## config.mk

```make
export PLATFORM = sky130hd
export DESIGN_NAME = householder_sequencer
export DESIGN_NICKNAME = d
export VERILOG_FILES = /design/src/rtl/householder_sequencer.sv
export SDC_FILE = /design/constraint.sdc
export NUM_CORES = 1
export LEC_CHECK = 0
export BUFFER_PORTS_ARGS = -buffer_cell sky130_fd_sc_hd__buf_4
export CAP_MARGIN = 25
export CORE_UTILIZATION = 45
export DETAILED_ROUTE_END_ITERATION = 10
export PLACE_DENSITY = 0.77
export REMOVE_ABC_BUFFERS = 1
export SLEW_MARGIN = 20
export SYNTH_ARGS = -nofsm -noshare
export SYNTH_HDL_FRONTEND = slang
export SYNTH_SLANG_ARGS = --single-unit
```

## constraint.sdc

```tcl
create_clock -name I_sys_clk -period 3.95 [get_ports I_sys_clk]
set_clock_uncertainty 0.15 [all_clocks]
set_input_delay 0.79 -clock I_sys_clk [delete_from_list [all_inputs] [get_ports I_sys_clk]]
set_output_delay 0.79 -clock I_sys_clk [all_outputs]
set_load 0.005 [all_outputs]
```

## src/rtl/householder_sequencer.sv

```systemverilog
// householder_sequencer
//   Controller for the 2x2 Householder transforming-matrix datapath
//   (H = I - 2*w*w^T, Q8.8 results). It takes one vector (w1, w2) per
//   transfer, holds it on the datapath inputs, and enables the datapath for
//   exactly LAT clock edges. It then captures the four H entries and offers
//   them downstream.
//
// Parameters
//   LAT                    datapath pipeline depth in enabled edges (1..15)
// Ports
//   I_sys_clk              system clock, rising edge
//   I_sys_rstn             asynchronous active-low reset
//   I_abort                synchronous abort, forces IDLE
//   I_start_valid          upstream offers a vector
//   O_start_ready          vector can be accepted (IDLE and no abort)
//   I_w1, I_w2             vector components, sampled on accept
//   O_w_1_1_final,
//   O_w_2_1_final          registered vector driven to the datapath
//   O_enable_transforming  datapath clock-enable
//   I_H1_h11..I_H1_h22     datapath outputs
//   O_h11..O_h22           captured result (Q8.8)
//   O_done_valid           result valid
//   I_done_ready           downstream takes the result
//   O_busy                 state is not IDLE
//   O_count                completed transfers, wraps at 16 bits
module householder_sequencer #(
  parameter int unsigned LAT = 2
) (
  input  logic        I_sys_clk,
  input  logic        I_sys_rstn,
  input  logic        I_abort,
  input  logic        I_start_valid,
  output logic        O_start_ready,
  input  logic [31:0] I_w1,
  input  logic [31:0] I_w2,
  output logic [31:0] O_w_1_1_final,
  output logic [31:0] O_w_2_1_final,
  output logic        O_enable_transforming,
  input  logic [15:0] I_H1_h11,
  input  logic [15:0] I_H1_h12,
  input  logic [15:0] I_H1_h21,
  input  logic [15:0] I_H1_h22,
  output logic [15:0] O_h11,
  output logic [15:0] O_h12,
  output logic [15:0] O_h21,
  output logic [15:0] O_h22,
  output logic        O_done_valid,
  input  logic        I_done_ready,
  output logic        O_busy,
  output logic [15:0] O_count
);

  typedef enum logic [1:0] {
    IDLE    = 2'd0,
    RUN     = 2'd1,
    CAPTURE = 2'd2,
    DONE    = 2'd3
  } state_t;

  // RUN ends on the edge where the counter shows LAT-1, giving LAT RUN cycles.
  localparam logic [3:0] LastCnt = 4'(LAT - 1);

  state_t      state_q;
  logic [3:0]  cnt_q;
  logic        en_q;
  logic        dv_q;
  logic [31:0] w1_q;
  logic [31:0] w2_q;
  logic [15:0] h11_q;
  logic [15:0] h12_q;
  logic [15:0] h21_q;
  logic [15:0] h22_q;
  logic [15:0] count_q;
  logic        accept;

  assign O_start_ready = (state_q == IDLE) && !I_abort;
  assign accept        = I_start_valid && O_start_ready;

  always_ff @(posedge I_sys_clk or negedge I_sys_rstn) begin
    if (!I_sys_rstn) begin
      state_q <= IDLE;
      cnt_q   <= '0;
      en_q    <= 1'b0;
      dv_q    <= 1'b0;
      w1_q    <= '0;
      w2_q    <= '0;
      h11_q   <= '0;
      h12_q   <= '0;
      h21_q   <= '0;
      h22_q   <= '0;
      count_q <= '0;
    end else if (I_abort) begin
      // Vector and result registers are deliberately left untouched.
      state_q <= IDLE;
      cnt_q   <= '0;
      en_q    <= 1'b0;
      dv_q    <= 1'b0;
    end else begin
      case (state_q)
        IDLE: begin
          if (accept) begin
            w1_q    <= I_w1;
            w2_q    <= I_w2;
            cnt_q   <= '0;
            en_q    <= 1'b1;
            state_q <= RUN;
          end
        end
        RUN: begin
          cnt_q <= cnt_q + 4'd1;
          if (cnt_q == LastCnt) begin
            // Drop the enable together with leaving RUN so the datapath
            // stays frozen while its outputs are captured.
            en_q    <= 1'b0;
            state_q <= CAPTURE;
          end
        end
        CAPTURE: begin
          h11_q   <= I_H1_h11;
          h12_q   <= I_H1_h12;
          h21_q   <= I_H1_h21;
          h22_q   <= I_H1_h22;
          dv_q    <= 1'b1;
          state_q <= DONE;
        end
        DONE: begin
          if (I_done_ready) begin
            dv_q    <= 1'b0;
            count_q <= count_q + 16'd1;
            state_q <= IDLE;
          end
        end
        default: begin
          state_q <= IDLE;
          en_q    <= 1'b0;
          dv_q    <= 1'b0;
        end
      endcase
    end
  end

  assign O_busy                = (state_q != IDLE);
  assign O_enable_transforming = en_q;
  assign O_done_valid          = dv_q;
  assign O_w_1_1_final         = w1_q;
  assign O_w_2_1_final         = w2_q;
  assign O_h11                 = h11_q;
  assign O_h12                 = h12_q;
  assign O_h21                 = h21_q;
  assign O_h22                 = h22_q;
  assign O_count               = count_q;

endmodule

```

==> out/results.txt, run 1 <==
Worst-path clk slew: 0.06 ns
CP endpoint kind: primary output
First-pass GRT wire length: 24.6 mm
Row Count: 41
Final core utilization: 69.5%
Setup WS pre-CTS: 1.53 ns
Vias per inst: 4.89
Post-synthesis xor/xnor area fraction: 2.33%
Crit path from: state_q[0]$_DFFE_PN0P_
Fin crit period: 2.45 ns
Post-synth EDFFs: 0
RePlAce Congestion: 0.840
Worst setup SP type: flop
Clk_lat worst skew: 0.42 ns
Yosys top cell area share: 63.1%
Post-Route WL: 15.3 mm
Worst R2R End: O_w_1_1_final[3]$_DFFE_PN0P_
Remaining DRCs: 0
Adder-cell share of the synthesized area: 1.45%
Setup Fix Bufs, Post-CTS: 0
Least-Margin Pin Slew: 0.808 ns
# IOs: 281
Starting density of the core: 47.0%
Clock buffer depth: 2
Drt pass-1 iters: 4
Cell Area, Synth: 0.00602 mm²
Leakage: 4.38 nW
Vias post-DR: 4246
Wire length per cell: 17.6 µm
Largest family of logic cells by synthesized area: multiplexers
Fin nets: 824
Worst-path maximum fanout: 5
Core ar.: 0.0128 mm²
Antenna Cells: 0
Avg Cell Area, Syn: 15.2 µm²
Total gr overflow: 0
Cell Pwr Density: 749 mW/mm²
Placed Area: 0.00831 mm²
Clock Sinks: 152
Iter 0 DRT Violations: 154
HPWL Detailed: 11.5 mm
Hold Path Class: in2async
Req. time, crit path: 3.01 ns
Synth Instances: 396
Design area: 0.00891 mm²
Syn. warnings: 0
Fin crit share: 62.0%
Synth top area cells: dfrtp_1 63%, mux2_2 24%, ha_1 1.5%
# resized after CTS: 0
Final setup violation count: 0
Compound-gate portion of the synthesized area: 1.39%
RSZ-0062 raised after global routing: false
Max-cap violations: 0
#FFs+latches synth: 152
Top FF cell, synth: dfrtp_1
Full die area: 0.0139 mm²
Post-route ant nets: 0
Share of layout cells above drive strength 1: 65.1%
Crit Reg-Reg Startpoint: state_q[0]$_DFFE_PN0P_
Relative slew margins: 46.2%
Antenna violations before repair: 0
Netlist cell types: 36
Sequential area share after synthesis: 63.1%
Mux share of post-synthesis cell area: 24.3%
Critical path type: reg2out
I/O Buffers: 280
Vias in the first global route: 4487
Cell taking the most area after synthesis: dfrtp_1
Area share of and/or/nand/nor cells after synthesis: 5.57%
Pin count of the biggest net entering global routing: 86
GR Util All Layers: 23.4%
Max Fclk: 408 MHz
Die Ht: 118 µm
Worst setup path end: O_start_ready
Die Wd: 118 µm
CTS Buf Count: 17
H-tree levels: 4
Worst Reg-to-Reg Cells: 7
Worst hold slack: 0.204 ns
CP arrival: 1.51 ns
Hold Vio Cnt, Final: 0
Area growth, synth to finish: 47.9%
Max Slew Vio Count: 0
Number of hold buffers added after CTS: 0
CTS Root Cell: clkbuf_16
Peak supply drop: 339 µV
Outcome: complete, no violations
Async S/R FF share, synth: 100%
Setup ws final: 1.50 ns
CTS tree: done
R2R Setup Slk: 1.65 ns
==> worst min path at each step <==
stage	cells past startpoint	slack, ns	from	end
5_1_grt	1	0.25	I_sys_rstn	O_w_2_1_final[15]$_DFFE_PN0P_
2_1_floorplan	1	0.32	O_count[15]$_DFFE_PN0P_	O_count[15]$_DFFE_PN0P_
6_report	1	0.20	I_sys_rstn	O_w_2_1_final[15]$_DFFE_PN0P_
4_1_cts	1	0.23	I_sys_rstn	O_w_2_1_final[15]$_DFFE_PN0P_
3_5_place_dp	1	0.33	O_count[15]$_DFFE_PN0P_	O_count[15]$_DFFE_PN0P_
3_3_place_gp	1	0.31	O_count[15]$_DFFE_PN0P_	O_count[15]$_DFFE_PN0P_
==> sequential cells by signal, summed over array words and instances, names as in the netlist <==
signal,count
O_count,16
O_done_valid,1
O_enable_transforming,1
O_h11,16
O_h12,16
O_h21,16
O_h22,16
O_w_1_1_final,32
O_w_2_1_final,32
cnt_q,4
state_q,2
==> through the flow <==
step                      power [mW]  cells  TNS [ns]
after CTS                       6.75    868         0
after global routing            7.04    868         0
after global placement          4.98    837         0
final                           6.68    868         0
after floorplan                 3.59    381    -27.65
after detailed placement        5.10    837         0
==> report_power, final <==
part	total [mW]	internal [mW]	switching, mW
registers	2.63	2.25	0.379
logic	2.41	1.56	0.859
clock network	1.63	1.02	0.611
total	6.68	4.83	1.85
==> cell usage after synthesis, drive strengths merged (3+ instances only) <==
library cell / number
xor2: 8
mux2: 128
inv: 6
nor3: 3
nand3: 6
nor2: 11
nand2: 17
o21ai: 3
nand4: 3
dfrtp: 152
ha: 7
xnor2: 8
nor2b: 3
buf: 15
a21oi: 4
nor4: 4
==> critical path, stage by stage (launching register included) <==
cell and delay, ns:
dfrtp_1 0.42, inv_1 0.10, ha_1 0.23, inv_1 0.09, nor2_2 0.12, buf_4 0.13
==> metal layers <==
metal  GRT usage (%)  share of wire [%]  wire (µm)
met1            26.3                 38       5800
met2            40.5                 53       8070
met3            7.32                6.4        980
met4            10.4                2.8        427
met5               0                  0          0
==> cell type report <==
class,count,area [µm²]
well taps,172,215
inverters,6,22.5
repair buffers,284,2150
multi-input cells,223,2120
clock buffers,19,453
flip-flops and latches,152,3800
fillers,931,3920
clock inverters,12,150
==> cells by family (layout without fill, tap and decap cells) <==
kind of cell             after synthesis  after routing
adder cells (fa/ha/maj)                7              7
XOR/XNOR                              16             16
buffers and inverters                 21            321
AO/OA/AOI/OAI                         11             11
AND/OR/NAND/NOR                       59             59
multiplexers                         130            130
flip-flops                           152            152
==> placed cells by master, fill, tap and decap left out, types with 3 or more instances in the layout <==
master	n
ha_1	7
xnor2_1	8
xor2_1	8
inv_1	6
bufinv_16	3
nand3_1	6
clkinv_2	4
buf_4	282
a21oi_1	4
mux2_2	128
dfrtp_1	152
clkbuf_16	17
nor2_1	10
nor4_1	3
o21ai_0	3
clkinvlp_4	3
nand2_1	16
(Power assumes the default switching activity.)
==> run 2, diff against run 1 <==
--- a/config.mk
+++ b/config.mk
@@ -7,9 +7,9 @@
 export LEC_CHECK = 0
 export BUFFER_PORTS_ARGS = -buffer_cell sky130_fd_sc_hd__buf_4
 export CAP_MARGIN = 25
-export CORE_UTILIZATION = 45
+export CORE_UTILIZATION = 42
 export DETAILED_ROUTE_END_ITERATION = 10
-export PLACE_DENSITY = 0.77
+export PLACE_DENSITY = 0.75
 export REMOVE_ABC_BUFFERS = 1
 export SLEW_MARGIN = 20
 export SYNTH_ARGS = -nofsm -noshare
==> constraint.sdc (replaced) <==
create_clock -name I_sys_clk -period 1.96 [get_ports I_sys_clk]
set_clock_uncertainty 0.15 [all_clocks]
set_input_delay 0.392 -clock I_sys_clk [delete_from_list [all_inputs] [get_ports I_sys_clk]]
set_output_delay 0.392 -clock I_sys_clk [all_outputs]
set_load 0.005 [all_outputs]
==> run 2 against run 1 <==
Against the previous run:
- design area rose by 2.8%
- worst hold slack got worse by 0.14 ns
- register-to-register slack got worse by 1.5 ns
- routed wire length fell by 3.3%
- final cell count rose by 2.6%
- clock power rose by 110%
- via count rose by 0.47%
- critical path type unchanged
==> out/results.txt, run 2 (synthesis gave the netlist of run 1 again) <==
Outcome: complete, no violations
Placed Cells: 856
Fin nets: 838
Vias post-DR: 4266
Final core utilization: 65.7%
Clock power share: 25.3%
Least-Margin Pin Slew: 0.495 ns
Worst-path maximum fanout: 2
H-tree levels: 4
Comb power frac: 36.0%
Buf/Inv on CP: 3
Area growth, synth to finish: 52.0%
Vias per inst: 4.79
# IOs: 281
HPWL Detailed: 11.4 mm
First-pass GRT wire length: 22.6 mm
Clk_lat worst skew: 0.41 ns
CTS Buf Count: 17
Remaining DRCs: 0
GR Util All Layers: 20.2%
Max Fclk: 522 MHz
Switching Share: 27.0%
Overall power: 13.7 mW
Antenna Cells: 0
CP max stage delay: 0.39 ns
Clock buffer depth: 2
Iter 0 DRT Violations: 123
Most common cell after layout, fill and taps aside: buf_4
Final setup violation count: 0
RePlAce Congestion: 0.774
P_sw: 3.70 mW
Max Slew Vio Count: 0
CP Cell Sequence: inv_1, ha_2, inv_1, nor2_2, buf_4
Post-Layout Cell Count: 891
Critical path type: reg2out
Setup TNS: 0 ns
Pin count of the biggest net entering global routing: 50
Clock Sinks: 152
Most frequent cells in the layout: 289 x buf_4, 152 x dfrtp_1, 128 x mux2_2
Row Count: 43
CP arrival: 1.37 ns
Hold Path Class: in2reg
Worst-path clk slew: 0.06 ns
Hold Vio Cnt, Final: 0
Req. time, crit path: 1.42 ns
Full die area: 0.0148 mm²
Worst setup SP type: flop
Share of layout cells above drive strength 1: 66.2%
Total gr overflow: 0
Core ar.: 0.0139 mm²
Fin crit share: 97.8%
I/O Buffers: 280
Die Ht: 122 µm
Post-route ant nets: 0
Largest delay contributor family on the critical path: flip-flops
Antenna violations before repair: 0
Worst path most repeated cell: inv_1
Starting density of the core: 43.2%
Leakage: 4.49 nW
Drt pass-1 iters: 4
Int Pwr: 10.0 mW
Wire length per cell: 16.6 µm
RSZ-0062 raised after global routing: true
Die Wd: 122 µm
CP endpoint kind: primary output
CTS tree: done
Slowest cell on the critical path: dfrtp_1
Max-cap violations: 0
Reg power frac: 38.7%
Vias in the first global route: 4504
Peak supply drop: 617 µV
Fin crit period: 1.92 ns
Cell Pwr Density: 1500 mW/mm²
Relative slew margins: 67.0%
CTS Root Cell: clkbuf_16
Post-Route WL: 14.8 mm
## run 2: changes by cell type in the layout (fill, tap and decap cells not counted), moves of 2 or more
cell      previous run  this run
buf_12               1         7
buf_4              282       289
clkinv_2             4         2
ha_1                 7         5
ha_2                 0         2
## run 2: area by class of cell
class | count | area [µm²]
flip-flops and latches | 152 | 3800
multi-input cells | 223 | 2130
clock buffers | 21 | 470
inverters | 6 | 22.5
well taps | 180 | 225
clock inverters | 11 | 170
repair buffers | 298 | 2330
fillers | 1063 | 4780
## run 2: repair_timing
action	CTS	global route
pin swaps	0	1
cloned	0	0
endpoints found under the setup margin	1	7
buffers inserted	1	1
gates resized for setup	0	7
endpoints found under the hold margin	42	0
hold buffers	1	0
## run 2: per-stage QoR
stage	setup slack (ns)	cell area, µm²	hold WS [ns]
floorplan	-2.27	5930	-0.0536
global placement	0.162	8470	0.223
detailed placement	0.0989	8470	0.233
CTS	0.00585	9130	0.0396
global route	-0.0679	9160	0.0437
finish	0.0437	9160	0.0597
## run 2: layer usage
layer  GRT usage (%)  share of wire [%]  vias up
li1                -                  -     1983
met1            21.6                 36     2082
met2            35.9                 54      163
met3            5.81                6.4       38
met4            10.3                3.2        0
met5               0                  0        -
## run 2: path summary, 6_finish.rpt
| kind | startpoint | slack (ns) | depth (start not counted) | endpoint |
|---|---|---|---|---|
| max | state_q[0]$_DFFE_PN0P_ | 0.04 | 5 | O_start_ready |
| min | I_w1[5] | 0.06 | 2 | O_w_1_1_final[5]$_DFFE_PN0P_ |
| max reg2reg | state_q[1]$_DFFE_PN0P_ | 0.10 | 8 | O_w_1_1_final[4]$_DFFE_PN0P_ |
| min reg2reg | O_count[15]$_DFFE_PN0P_ | 0.32 | 1 | O_count[15]$_DFFE_PN0P_ |
| max in group asynchronous | I_sys_rstn | 0.74 | 3 | O_h22[11]$_DFFE_PN0P_ |
| min in group asynchronous | I_sys_rstn | 0.36 | 2 | O_w_1_1_final[29]$_DFFE_PN0P_ |
## run 2: power groups by stage
| stage | combinational (mW) | clock, mW | sequential, mW |
|---|---|---|---|
| floorplan | 1.88 | 0 | 5.36 |
| global route | 5.36 | 3.67 | 5.47 |
| detailed placement | 4.97 | 0 | 5.36 |
| finish | 4.94 | 3.47 | 5.30 |
| CTS | 5.00 | 3.54 | 5.31 |
| global placement | 4.83 | 0 | 5.28 |
